<file path="src/rtl/gray_rx_decoder.sv">
// Two-stage Gray-code receiver: decodes sampled Gray counts, checks step legality and tracks lock.
// Define GRAY_RX_BIDIR_EN to also accept -1 steps as legal advancing steps.
module gray_rx_decoder #(
    parameter int WIDTH      = 4,
    parameter int LOCK_COUNT = 2,
    parameter int ERR_LIMIT  = 3
) (
    input  logic             clk,
    input  logic             reset,
    input  logic             valid_in,
    input  logic [WIDTH-1:0] gray_in,
    input  logic             err_clr,
    output logic [WIDTH-1:0] bin_out,
    output logic             bin_valid,
    output logic             step_err,
    output logic             locked,
    output logic [7:0]       err_cnt
);

    localparam logic [1:0] ACQUIRE = 2'd0;
    localparam logic [1:0] TRACK   = 2'd1;
    localparam logic [1:0] LOCKED  = 2'd2;

    localparam logic [3:0]       LOCK_N  = 4'(LOCK_COUNT);
    localparam logic [3:0]       ERR_N   = 4'(ERR_LIMIT);
    localparam logic [WIDTH-1:0] STEP_UP = WIDTH'(1);
`ifdef GRAY_RX_BIDIR_EN
    localparam logic [WIDTH-1:0] STEP_DN = '1;
`endif

    logic             r_s1_valid;
    logic [WIDTH-1:0] r_s1_gray;
    logic [WIDTH-1:0] r_prev;
    logic [1:0]       r_state;
    logic [3:0]       r_good;
    logic [3:0]       r_consec;

    logic [WIDTH-1:0] w_bin;
    logic [WIDTH-1:0] w_delta;
    logic             w_up;
    logic             w_legal;
    logic             w_step_err;
    logic [1:0]       w_state_next;
    logic [3:0]       w_good_next;
    logic [3:0]       w_consec_next;
    logic [7:0]       w_err_cnt_next;

    // Each binary bit is the XOR of all Gray bits at and above it.
    genvar gi;
    generate
        for (gi = 0; gi < WIDTH; gi++) begin : g_decode
            assign w_bin[gi] = ^r_s1_gray[WIDTH-1:gi];
        end
    endgenerate

    assign w_delta = w_bin - r_prev;
`ifdef GRAY_RX_BIDIR_EN
    assign w_up = (w_delta == STEP_UP) || (w_delta == STEP_DN);
`else
    assign w_up = (w_delta == STEP_UP);
`endif
    assign w_legal = w_up || (w_delta == '0);

    always_comb begin
        w_state_next  = r_state;
        w_good_next   = r_good;
        w_consec_next = r_consec;
        w_step_err    = 1'b0;
        if (r_s1_valid) begin
            case (r_state)
                ACQUIRE: begin
                    w_state_next  = TRACK;
                    w_good_next   = 4'd0;
                    w_consec_next = 4'd0;
                end
                TRACK: begin
                    if (!w_legal) begin
                        w_step_err  = 1'b1;
                        w_good_next = 4'd0;
                    end else if (w_up) begin
                        if (r_good + 4'd1 == LOCK_N) begin
                            w_state_next  = LOCKED;
                            w_good_next   = 4'd0;
                            w_consec_next = 4'd0;
                        end else begin
                            w_good_next = r_good + 4'd1;
                        end
                    end
                end
                LOCKED: begin
                    if (!w_legal) begin
                        w_step_err = 1'b1;
                        if (r_consec + 4'd1 == ERR_N) begin
                            w_state_next  = TRACK;
                            w_good_next   = 4'd0;
                            w_consec_next = 4'd0;
                        end else begin
                            w_consec_next = r_consec + 4'd1;
                        end
                    end else begin
                        w_consec_next = 4'd0;
                    end
                end
                default: begin
                    w_state_next = ACQUIRE;
                end
            endcase
        end
    end

    // A clear that coincides with a new error leaves exactly that one error counted.
    always_comb begin
        w_err_cnt_next = err_cnt;
        if (err_clr) begin
            w_err_cnt_next = {7'd0, w_step_err};
        end else if (w_step_err && (err_cnt != 8'hFF)) begin
            w_err_cnt_next = err_cnt + 8'd1;
        end
    end

    always_ff @(posedge clk or negedge reset) begin
        if (!reset) begin
            r_s1_valid <= 1'b0;
            r_s1_gray  <= '0;
            r_prev     <= '0;
            r_state    <= ACQUIRE;
            r_good     <= 4'd0;
            r_consec   <= 4'd0;
            bin_out    <= '0;
            bin_valid  <= 1'b0;
            step_err   <= 1'b0;
            err_cnt    <= 8'd0;
        end else begin
            r_s1_valid <= valid_in;
            r_s1_gray  <= gray_in;
            bin_valid  <= r_s1_valid;
            step_err   <= w_step_err;
            r_state    <= w_state_next;
            r_good     <= w_good_next;
            r_consec   <= w_consec_next;
            err_cnt    <= w_err_cnt_next;
            if (r_s1_valid) begin
                bin_out <= w_bin;
                r_prev  <= w_bin;
            end
        end
    end

    assign locked = (r_state == LOCKED);

endmodule

</file>
<file path="config.mk">
export PLATFORM = sky130hd
export DESIGN_NAME = gray_rx_decoder
export DESIGN_NICKNAME = d
export VERILOG_FILES = /design/src/rtl/gray_rx_decoder.sv
export SDC_FILE = /design/constraint.sdc
export NUM_CORES = 1
export LEC_CHECK = 0
export CORE_AREA = 5 5 74 76
export CTS_CLUSTER_SIZE = 40
export DETAILED_ROUTE_END_ITERATION = 10
export DIE_AREA = 0 0 79 81
export SYNTH_ARGS = -nofsm -noshare
export SYNTH_HDL_FRONTEND = slang
export SYNTH_SLANG_ARGS = --single-unit
export TNS_END_PERCENT = 20
</file>
<file path="constraint.sdc">
create_clock -name clk -period 3.1 [get_ports clk]
set_clock_uncertainty 0.2 [all_clocks]
set_input_delay 0.62 -clock clk [delete_from_list [all_inputs] [get_ports clk]]
set_output_delay 0.62 -clock clk [all_outputs]
set_load 0.03 [all_outputs]
</file>
==> results.md <==
Outcome:
- The run finished with clean final reports.

Clocking:
- The register clock-pin slew on the reported worst setup and hold paths is 0.06 ns.
- At the later pin of the worst-skew pair, clock insertion delay measures 0.28 ns.
- The tree is rooted in a sky130_fd_sc_hd__clkbuf_8.
- The count of H-tree levels built during CTS is 2.
- For this design, the sink count on the clock tree is 29.
- The buffer levels on the longest clock path is 2.
- The number of clock buffers added by TritonCTS is 5.
- TritonCTS built the clock tree.

Critical path:
- The worst setup path category is reg2reg.
- The depth of the worst register-to-register path is 10.
- The worst setup path is launched from a register.
- The kind of end point of the critical path is a register.
- STA puts the critical path data required time at 3.10 ns.
- The startpoint of the worst-slack reg-to-reg timing path is r_s1_gray[3].
- Across all register-to-register paths, the minimum setup slack is 0.08 ns.
- Along the worst path, the maximum fanout reaches 8.
- The endpoint of the most critical register-to-register path is err_cnt[4].
- The arrival time reported for the critical path endpoint is 3.03 ns.

Floorplanning:
- For this configuration, the core starts out at a cell density of 38.7%.
- The top-level port count is 23.
- The die area is 0.00640 sq mm.
- The area of the core region is 0.00466 sq mm.
- The die width is 79 um.
- The die is 81 um tall.
- In this run the core area contains 25 standard-cell rows.

Global routing:
- The aggregate global-route resource usage is 13.2%.
- The via count of the first global-routing pass is 1494.
- The first-pass GRT wire length is 6640 um.
- Entering global routing, the biggest net connects 30 pins.
- After global routing the overflow that remains totals 0.
- The number of antenna violations at the first check in global routing was 0.

Synth:
- The part of the Yosys area used for sequential elements is 40.3%.
- Yosys printed 0 warnings.
- The dominant synthesized flop cell is sky130_fd_sc_hd__dfrtp_1.
- The mean area per synthesized cell is 10.7 sq um.
- Yosys mapped a number of flops with a built-in enable equal to 0.
- The number of distinct library cell variants in the gate-level netlist after synthesis is 50.
- The number of storage elements in the synthesis netlist is 29.
- The total nets after synthesis is 191.
- After synthesis, the share of flip-flops with an asynchronous set or reset is 100%.
- The cell area that synthesis handed to floorplanning was 0.00180 sq mm.
- Synthesis produced a netlist whose cell count is 169.

Finish:
- The number of non-filler instances in the completed layout is 266.
- The number of antenna diodes in the final layout is 0.
- The count of nets after finishing is 233.
- The library cell used most frequently in the layout, excluding fill and tap cells, is sky130_fd_sc_hd__dfrtp_1.
- In the final layout, the share of cells above drive strength 1 is 26.4%.
- In the layout the commonest cells are 29 x sky130_fd_sc_hd__dfrtp_1, 22 x sky130_fd_sc_hd__clkdlybuf4s50_1, 16 x sky130_fd_sc_hd__buf_4, 15 x sky130_fd_sc_hd__inv_1.
- Relative to the synthesized area, the layout overhead comes to 30.3%.

Timing:
- The final number of max-transition violations is 0.
- The portion of the clock cycle consumed by the worst path in the final layout is 97.5%.
- Setup violations remaining at the end of the flow were counted as 0.
- The final-report hold violation count was 0.
- The worst relative slew slack is 43.4%.
- The maximum achievable frequency is 0.331 GHz.
- The transition time at the pin with the least slew margin is 0.846 ns.
- The minimum period implied by the final worst setup slack is 3.02 ns.
- Setup repair after global routing could not meet its margin everywhere.
- Summed over all failing endpoints, the final setup total negative slack is 0 ns.

Detailed routing:
- The met3 wire length is 128 um.
- For this run, design rule violations remaining after detail routing come to 0.
- Using the TritonRoute via totals, the vias-per-cell ratio works out to 5.39.
- In this run the top signal layer used is met4.
- The number of antenna-violating nets in the routed design is 0.
- The total length of routed met2 wires is 1870 um.
- The via count is 1434.
- The wire length per cell after detailed routing is 14.3 um.
- The detailed router finished its first iteration with 71 violations.
- The total wirelength of the detailed-routed design is 3800 um.
- For this run, the detailed router's first-pass iteration total came to 4.
- The met1 wire length is 1730 um.

Placement:
- The number of instances in the placed design is 253.
- Summed over all nets, the half-perimeter wirelength after detailed placement is 2850 um.
- The global placer's final weighted congestion is 0.864.
- The count of buffers inserted at the top-level ports is 22.

Power and ir drop:
- The analysis attributes to cell leakage a power of 0.974 nW.
- The power density over the cells is 630 mW/mm^2.
- IR analysis of the VDD net gives a maximum drop of 0.000421 V.

Worst hold path:
- The worst hold path passes through 2 cells.
- The startpoint identified for the worst hold timing path is r_prev[2].
- The worst hold path terminates at r_prev[2].
- The min-delay analysis places its worst path in the category reg2reg.

Flow run:
- The max capacitance violation total is 0.
==> report_power, final <==
group | switching (W) | total (W) | internal [W]
Sequential | 0.0000614 | 0.000492 | 0.000431
Clock | 0.000140 | 0.000295 | 0.000155
Combinational | 0.000370 | 0.000692 | 0.000322
==> kinds of logic (layout without fill, tap and decap cells) <==
| family | count (synthesis) | in the layout | synth area share, % |
|---|---|---|---|
| and+or+nand+nor | 49 | 49 | 17.7 |
| AOI/OAI and AO/OA | 45 | 45 | 19.9 |
| xor gates and xnor gates | 6 | 6 | 2.92 |
| muxes | 6 | 6 | 4.24 |
| DFF | 29 | 29 | 40.3 |
| adders and majority gates | 14 | 14 | 10.1 |
| buffers and inverters | 20 | 63 | 4.79 |
==> registers in the layout, indices dropped and copies added, names as in the netlist <==
| name | count |
|---|---|
| r_state | 2 |
| step_err | 1 |
| r_s1_valid | 1 |
| bin_valid | 1 |
| r_s1_gray | 4 |
| err_cnt | 8 |
| r_good | 4 |
| r_consec | 4 |
| r_prev | 4 |
==> worst max-delay path: stages (launching register included) <==
cell,delay (ns)
sky130_fd_sc_hd__dfrtp_1,0.40
sky130_fd_sc_hd__xnor2_2,0.23
sky130_fd_sc_hd__xnor2_2,0.16
sky130_fd_sc_hd__xnor2_2,0.14
sky130_fd_sc_hd__ha_2,0.22
sky130_fd_sc_hd__fa_2,0.45
sky130_fd_sc_hd__nand2_2,0.11
sky130_fd_sc_hd__o311ai_4,0.19
sky130_fd_sc_hd__buf_6,0.21
sky130_fd_sc_hd__or4_4,0.51
sky130_fd_sc_hd__a21oi_2,0.12
==> cell type report <==
class,instances,area (sq um)
inverters,16,60.1
clock buffers,6,72.6
clock inverters,2,10.0
flip-flops and latches,29,726
multi-input cells,120,1060
well taps,54,67.6
fillers,410,2310
repair buffers,39,352
==> metrics by stage <==
stage | hold slack (ns) | instance area [sq um] | util (%) | setup WS [ns] | total power (W)
detailed placement | 0.357 | 2150 | 46.2 | -0.136 | 0.00114
global placement | 0.347 | 2150 | 46.2 | -0.0753 | 0.00112
finish | 0.363 | 2350 | 50.4 | 0.0781 | 0.00148
floorplan | 0.124 | 1800 | - | 0.000909 | 0.000919
CTS | 0.372 | 2270 | 48.8 | 0.0111 | 0.00146
global route | 0.394 | 2350 | 50.4 | -0.0422 | 0.00159
==> worst max-delay path by stage <==
stage	from	cells after the start	end	slack, ns
2_1_floorplan	r_s1_gray[3]	11	err_cnt[5]	0.0009
3_3_place_gp	r_s1_gray[3]	11	err_cnt[7]	-0.08
3_5_place_dp	r_s1_gray[3]	11	err_cnt[6]	-0.14
4_1_cts	r_s1_gray[2]	11	err_cnt[6]	0.01
5_1_grt	r_s1_gray[3]	12	err_cnt[0]	-0.04
6_report	r_s1_gray[3]	10	err_cnt[4]	0.08
==> what timing repair did <==
| item | CTS | global route |
|---|---|---|
| pin swaps | 8 | 16 |
| setup buffers | 2 | 3 |
| endpoints found under the setup margin | 14 | 15 |
| hold buffers | 0 | 0 |
| gates resized for setup | 4 | 14 |
==> layer usage <==
metal	global-route usage (%)	vias up
met5	0	-
met4	5.84	0
met3	3.22	7
met2	22.6	24
met1	15.8	693
li1	-	710
==> Yosys cell counts, types with 3 or more instances <==
| library cell | instances | area [sq um] |
|---|---|---|
| sky130_fd_sc_hd__nand2_1 | 9 | 33.8 |
| sky130_fd_sc_hd__inv_1 | 16 | 60.1 |
| sky130_fd_sc_hd__nor2_1 | 5 | 18.8 |
| sky130_fd_sc_hd__a21oi_1 | 14 | 70.1 |
| sky130_fd_sc_hd__or4_1 | 5 | 37.5 |
| sky130_fd_sc_hd__o31ai_1 | 7 | 52.6 |
| sky130_fd_sc_hd__dfrtp_1 | 29 | 726 |
| sky130_fd_sc_hd__nor2b_1 | 3 | 18.8 |
| sky130_fd_sc_hd__mux2_4 | 3 | 45.0 |
| sky130_fd_sc_hd__ha_1 | 13 | 163 |
| sky130_fd_sc_hd__o21ai_0 | 4 | 20.0 |
| sky130_fd_sc_hd__nor3_1 | 4 | 20.0 |
| sky130_fd_sc_hd__nand3_1 | 6 | 30.0 |
| sky130_fd_sc_hd__and3b_1 | 3 | 26.3 |
| sky130_fd_sc_hd__o2bb2ai_1 | 3 | 26.3 |
| sky130_fd_sc_hd__xnor2_1 | 4 | 35.0 |
Power figures use the tool's default switching activity.
